[config.mk]
export PLATFORM = sky130hd
export DESIGN_NAME = mult_div_unit
export DESIGN_NICKNAME = d
export VERILOG_FILES = /design/src/rtl/mult_div_unit.sv
export SDC_FILE = /design/constraint.sdc
export NUM_CORES = 1
export LEC_CHECK = 0
export BUFFER_PORTS_ARGS = -buffer_cell sky130_fd_sc_hd__buf_4
export CORE_UTILIZATION = 45
export DETAILED_ROUTE_END_ITERATION = 6
export GPL_TIMING_DRIVEN = 0
export PLACE_DENSITY = 0.68
export SLEW_MARGIN = 10
export SYNTH_ARGS = -nofsm -noshare
export SYNTH_HDL_FRONTEND = slang
export SYNTH_SLANG_ARGS = --single-unit
[constraint.sdc]
create_clock -name clk -period 4.02 [get_ports clk]
set_clock_uncertainty 0.1 [all_clocks]
set_input_delay 0.402 -clock clk [delete_from_list [all_inputs] [get_ports clk]]
set_output_delay 0.402 -clock clk [all_outputs]
set_load 0.02 [all_outputs]
[src/rtl/mult_div_unit.sv]
// Iterative 32-bit multiply/divide unit holding the HI/LO registers.
// Shift-add multiply and restoring divide on unsigned magnitudes, with a sign fix-up cycle at the end.
module mult_div_unit #(
    parameter int WIDTH = 32
) (
    input  logic             clk,
    input  logic             reset,
    input  logic             start,
    input  logic [1:0]       op,
    input  logic [WIDTH-1:0] a,
    input  logic [WIDTH-1:0] b,
    input  logic             hi_we,
    input  logic             lo_we,
    input  logic [WIDTH-1:0] wdata,
    output logic [WIDTH-1:0] hi,
    output logic [WIDTH-1:0] lo,
    output logic             busy,
    output logic             done,
    output logic             div_zero
);

    localparam int CW = $clog2(WIDTH);

    typedef enum logic [1:0] {IDLE, MUL, DIV, FIX} state_t;

    state_t             state_q, state_d;
    logic               is_div_q, is_div_d;
    logic [WIDTH-1:0]   ma_q, ma_d;
    logic [WIDTH-1:0]   mb_q, mb_d;
    logic [2*WIDTH-1:0] acc_q, acc_d;
    logic [CW-1:0]      cnt_q, cnt_d;
    logic               psign_q, psign_d;
    logic               rsign_q, rsign_d;
    logic               bzero_q, bzero_d;
    logic [WIDTH-1:0]   hi_q, hi_d;
    logic [WIDTH-1:0]   lo_q, lo_d;
    logic               done_q, done_d;
    logic               dz_q, dz_d;

    logic               signed_op;
    logic [WIDTH-1:0]   a_mag, b_mag;
    logic [WIDTH:0]     mul_sum;
    logic [WIDTH:0]     div_trial;
    logic               div_ge;
    logic [WIDTH-1:0]   rem_sub;
    logic [2*WIDTH-1:0] prod_neg;

    assign signed_op = ~op[0];
    assign a_mag     = (signed_op && a[WIDTH-1]) ? -a : a;
    assign b_mag     = (signed_op && b[WIDTH-1]) ? -b : b;

    // Upper half accumulates the multiplicand; the multiplier drains out of the lower half.
    assign mul_sum   = {1'b0, acc_q[2*WIDTH-1:WIDTH]} + (acc_q[0] ? {1'b0, ma_q} : '0);

    // Partial remainder lives in the upper half, dividend bits shift into it from the lower half.
    assign div_trial = {acc_q[2*WIDTH-1:WIDTH], acc_q[WIDTH-1]};
    assign div_ge    = div_trial >= {1'b0, mb_q};
    assign rem_sub   = div_trial[WIDTH-1:0] - mb_q;

    assign prod_neg  = -acc_q;

    always_comb begin
        state_d  = state_q;
        is_div_d = is_div_q;
        ma_d     = ma_q;
        mb_d     = mb_q;
        acc_d    = acc_q;
        cnt_d    = cnt_q;
        psign_d  = psign_q;
        rsign_d  = rsign_q;
        bzero_d  = bzero_q;
        hi_d     = hi_q;
        lo_d     = lo_q;
        done_d   = 1'b0;
        dz_d     = dz_q;

        unique case (state_q)
            IDLE: begin
                if (start) begin
                    is_div_d = op[1];
                    ma_d     = a_mag;
                    mb_d     = b_mag;
                    psign_d  = signed_op & (a[WIDTH-1] ^ b[WIDTH-1]);
                    rsign_d  = signed_op & a[WIDTH-1];
                    bzero_d  = (b == '0);
                    cnt_d    = '0;
                    dz_d     = 1'b0;
                    acc_d    = op[1] ? {{WIDTH{1'b0}}, a_mag} : {{WIDTH{1'b0}}, b_mag};
                    state_d  = op[1] ? DIV : MUL;
                end else begin
                    if (hi_we) hi_d = wdata;
                    if (lo_we) lo_d = wdata;
                end
            end
            MUL: begin
                acc_d = {mul_sum, acc_q[WIDTH-1:1]};
                cnt_d = cnt_q + 1'b1;
                if (cnt_q == CW'(WIDTH - 1)) state_d = FIX;
            end
            DIV: begin
                acc_d = div_ge ? {rem_sub, acc_q[WIDTH-2:0], 1'b1}
                               : {div_trial[WIDTH-1:0], acc_q[WIDTH-2:0], 1'b0};
                cnt_d = cnt_q + 1'b1;
                if (cnt_q == CW'(WIDTH - 1)) state_d = FIX;
            end
            FIX: begin
                if (is_div_q) begin
                    if (bzero_q) begin
                        // Rebuild the original dividend from its latched magnitude and sign.
                        lo_d = '1;
                        hi_d = rsign_q ? -ma_q : ma_q;
                        dz_d = 1'b1;
                    end else begin
                        lo_d = psign_q ? prod_neg[WIDTH-1:0] : acc_q[WIDTH-1:0];
                        hi_d = rsign_q ? -acc_q[2*WIDTH-1:WIDTH] : acc_q[2*WIDTH-1:WIDTH];
                    end
                end else begin
                    lo_d = psign_q ? prod_neg[WIDTH-1:0] : acc_q[WIDTH-1:0];
                    hi_d = psign_q ? prod_neg[2*WIDTH-1:WIDTH] : acc_q[2*WIDTH-1:WIDTH];
                end
                done_d  = 1'b1;
                state_d = IDLE;
            end
            default: state_d = IDLE;
        endcase
    end

    always_ff @(posedge clk) begin
        if (reset) begin
            state_q  <= IDLE;
            is_div_q <= 1'b0;
            ma_q     <= '0;
            mb_q     <= '0;
            acc_q    <= '0;
            cnt_q    <= '0;
            psign_q  <= 1'b0;
            rsign_q  <= 1'b0;
            bzero_q  <= 1'b0;
            hi_q     <= '0;
            lo_q     <= '0;
            done_q   <= 1'b0;
            dz_q     <= 1'b0;
        end else begin
            state_q  <= state_d;
            is_div_q <= is_div_d;
            ma_q     <= ma_d;
            mb_q     <= mb_d;
            acc_q    <= acc_d;
            cnt_q    <= cnt_d;
            psign_q  <= psign_d;
            rsign_q  <= rsign_d;
            bzero_q  <= bzero_d;
            hi_q     <= hi_d;
            lo_q     <= lo_d;
            done_q   <= done_d;
            dz_q     <= dz_d;
        end
    end

    assign hi       = hi_q;
    assign lo       = lo_q;
    assign busy     = (state_q != IDLE);
    assign done     = done_q;
    assign div_zero = dz_q;

endmodule

==> results.toml <==
[logic_synthesis]
synth-edff-count = 0
syn_area_per_cell_um2 = 7.39
synth_most_common_cell = "nand2_1"
ys_seq_elements = 205
synth.cell_area_um2 = 17100
muxShareOfSynthArea = 0.0321
ys_types = 82
synth_top_cell_area_share = 0.241
ys_seq_area_frac = 0.241
yosys.area_share.xor_xnor = 0.109
synth_flop_cell = "dfxtp_1"
synth_top_area_cell = "dfxtp_1"
synth-compound-area-share = 0.300
synthArstFlopShare = 0
yosys-top-cells-area = "dfxtp_1 (24%), xnor2_1 (6.5%), a21oi_1 (6.0%), ha_1 (5.5%), nand2_1 (5.2%)"
yosys.area_share.simple = 0.204
syn_inst = 2308
synth_top_family_by_area = "compound AO/OA/AOI/OAI gates"
synth_common_cells = "nand2_1 (237), nor2_1 (214), a21oi_1 (206)"
ys_warn_count = 0
synth_fa_ha_area_frac = 0.0574
syn_nets = 2488

[setup_path]
required_ps = 4350
crit_type = "reg -> reg"
crit_buf_inv = 1
end_kind = "flop"
crit_arrival_ps = 4200
cpMaxStageDelayCell = "nor4_1"
crit_chain = "clkbuf_1 -> nor4_1 -> nand3_1 -> or4b_2 -> nand2_1 -> xnor2_1 -> nor2_1 -> a21oi_1 -> o21ai_0 -> a2111oi_0"
cp_max_fo = 8
startpoint_type = "flop"
max_stage_delay_ps = 860
critical-path-top-delay-family = "simple AND/OR/NAND/NOR gates"

[routing]
dr.pass1.iters = 6
drtIter0Drc = 2278
route.detailed.drc = 0
wl_um = 77600
route.vias.total = 19400
avgRoutedWirePerCell_um = 25.7
via_per_inst = 6.41
met3_length_um = 8450
wl_met2_um = 32800
wirelength_met1_um = 32600
antenna_left = 0
highest_layer = "met4"

[clock_network]
cts.clk_slew.worst_paths_ps = 70
htreeDepth = 1
cts_tree = "yes"
clockRootBuffer = "clkbuf_16"
cts-buffers-inserted = 25
clock_path_buffers = 3
worstSkewPairLatency_ps = 570
cts_hold_buf = 0
cts.sinks = 205

[placed_design]
post-dp-hpwl_um = 63200
globalplace.congestion = 1.05
pre_cts_ws_ps = -925
port_buffers = 167

[global_route]
grt_max_degree = 14
grt_pass1_wl_um = 114000
grt.overflow.total = 0
antenna_found_initial = 1
grt_pass1_vias = 17900
grtUsageTotal = 0.394

[power_and_ir_drop]
leakage_nw = 7.78
finalPower_mw = 11.4
power_density_nw_per_um2 = 570
ir_worst_vdd_mv = 0.448

[timing]
setup_viol = 0
rsz0062_at_grt = "false"
fin_ws_ps = 151
relSlewSlack = 0.196
worst_pin_slew_ps = 1200
hold_violations = 0
fmax_ghz = 0.258
final_max_slew_viol_count = 0
fin_crit_sh = 0.962
fin_crit_ps = 3870

[floorplanning]
design.die.area_um2 = 38700
num_io_pins = 170
start_util = 0.462
die_h_um = 197
core-area_um2 = 37000
dieWidth_um = 197
rows = 70

[run]
maxCapViolCount = 0

[hold_path]
min_path_type = "in -> reg"

[run_status]
status = "finished, final reports clean"

[cells_and_area]
n_fill_cell = 3705
area_delta_synth_final_pct = 17.2
layout-drive-gt1-share = 0.107
fin_nets = 2682
[flip-flops by register name, indices dropped and copies added, names as in the netlist, 2 cells and up]
register and cells:
acc_q 64, cnt_q 5, hi 32, lo 32, ma_q 32, mb_q 32
state_q 2
[logic make-up (layout without fill, tap and decap cells)]
group           after synthesis  after routing
flops                       205            205
fa+ha+maj                    77             77
mux                          53             53
simple gates                742            742
xor+xnor                    212            212
other cells                   0              1
buf+inv                     253            465
compound gates              766            766
[repair_timing]
item                       in CTS  in global routing
resized for setup              11                 14
gates cloned                    0                  0
buffers inserted                0                  1
pin swaps                       0                  1
setup endpoints to repair      35                 23
[cell type report]
cell class / instances / area [um2] / share of cell area
diodes: 1 / 2.50 / 0.000125
plain buffers: 180 / 696 / 0.0348
clock buffers: 27 / 653 / 0.0327
clock inverters: 18 / 304 / 0.0152
inverters: 72 / 274 / 0.0137
multi-input cells: 1850 / 12100 / 0.603
flip-flops and latches: 205 / 4110 / 0.205
well taps: 504 / 631 / 0.0315
repair buffers: 168 / 1260 / 0.0631
[worst min-delay path: stages]
cell and delay (ps):
buf_4 110, nand2_1 60, a311oi_1 80
[per-stage QoR]
stage	hold WS (ps)	utilization	std cells	area (um2)	TNS, ps
after floorplan	341	-	2308	17100	0
after global placement	337	0.512	2979	18900	-15290
after detailed placement	342	0.513	2979	18900	-15080
after CTS	24.2	0.540	3024	19900	0
after global routing	53.3	0.541	3024	20000	0
final	40.9	0.541	3025	20000	0
[placed cells by master, fill, tap and decap left out, types with 14 or more instances in the layout]
| cell type | count |
|---|---|
| nand2_1 | 237 |
| nor2_1 | 213 |
| a21oi_1 | 204 |
| dfxtp_1 | 203 |
| buf_4 | 168 |
| clkbuf_1 | 159 |
| o21ai_0 | 133 |
| xnor2_1 | 127 |
| a211oi_1 | 94 |
| xor2_1 | 85 |
| ha_1 | 75 |
| inv_1 | 69 |
| mux2i_1 | 49 |
| nor3_1 | 47 |
| o211ai_1 | 46 |
| a22oi_1 | 44 |
| nand3_1 | 39 |
| o221ai_1 | 38 |
| and2_1 | 36 |
| o31ai_1 | 32 |
| a21o_1 | 30 |
| nor4_1 | 27 |
| clkbuf_16 | 25 |
| or3_1 | 20 |
| nand2b_1 | 18 |
| or4_1 | 18 |
| nand4_1 | 17 |
| o41ai_1 | 15 |
| a221o_1 | 15 |
| and3_1 | 14 |
| a31oi_1 | 14 |
[where the power goes]
part | switching, mW | total, mW | leakage (nW) | internal, mW
clock | 1.02 | 2.65 | 0.464 | 1.64
combinational | 3.82 | 5.63 | 5.63 | 1.80
sequential | 0.607 | 3.11 | 1.68 | 2.51
total | 5.45 | 11.4 | 7.78 | 5.95
[per-layer routing]
layer / vias to the layer above / track usage
met3: 192 / 0.0767
met4: 0 / 0.174
li1: 8828 / -
met1: 9213 / 0.541
met5: - / 0
met2: 1147 / 0.597
[final timing paths]
path	startpoint	end	slack [ps]	cells past startpoint
max	acc_q[39]$_SDFFE_PP0P_	hi[24]$_SDFFE_PP0P_	150	10
min	wdata[0]	hi[0]$_SDFFE_PP0P_	40	3
max reg2reg	acc_q[39]$_SDFFE_PP0P_	hi[24]$_SDFFE_PP0P_	150	10
min reg2reg	lo[2]$_SDFFE_PP0P_	lo[2]$_SDFFE_PP0P_	350	2
(Power assumes the default switching activity.)
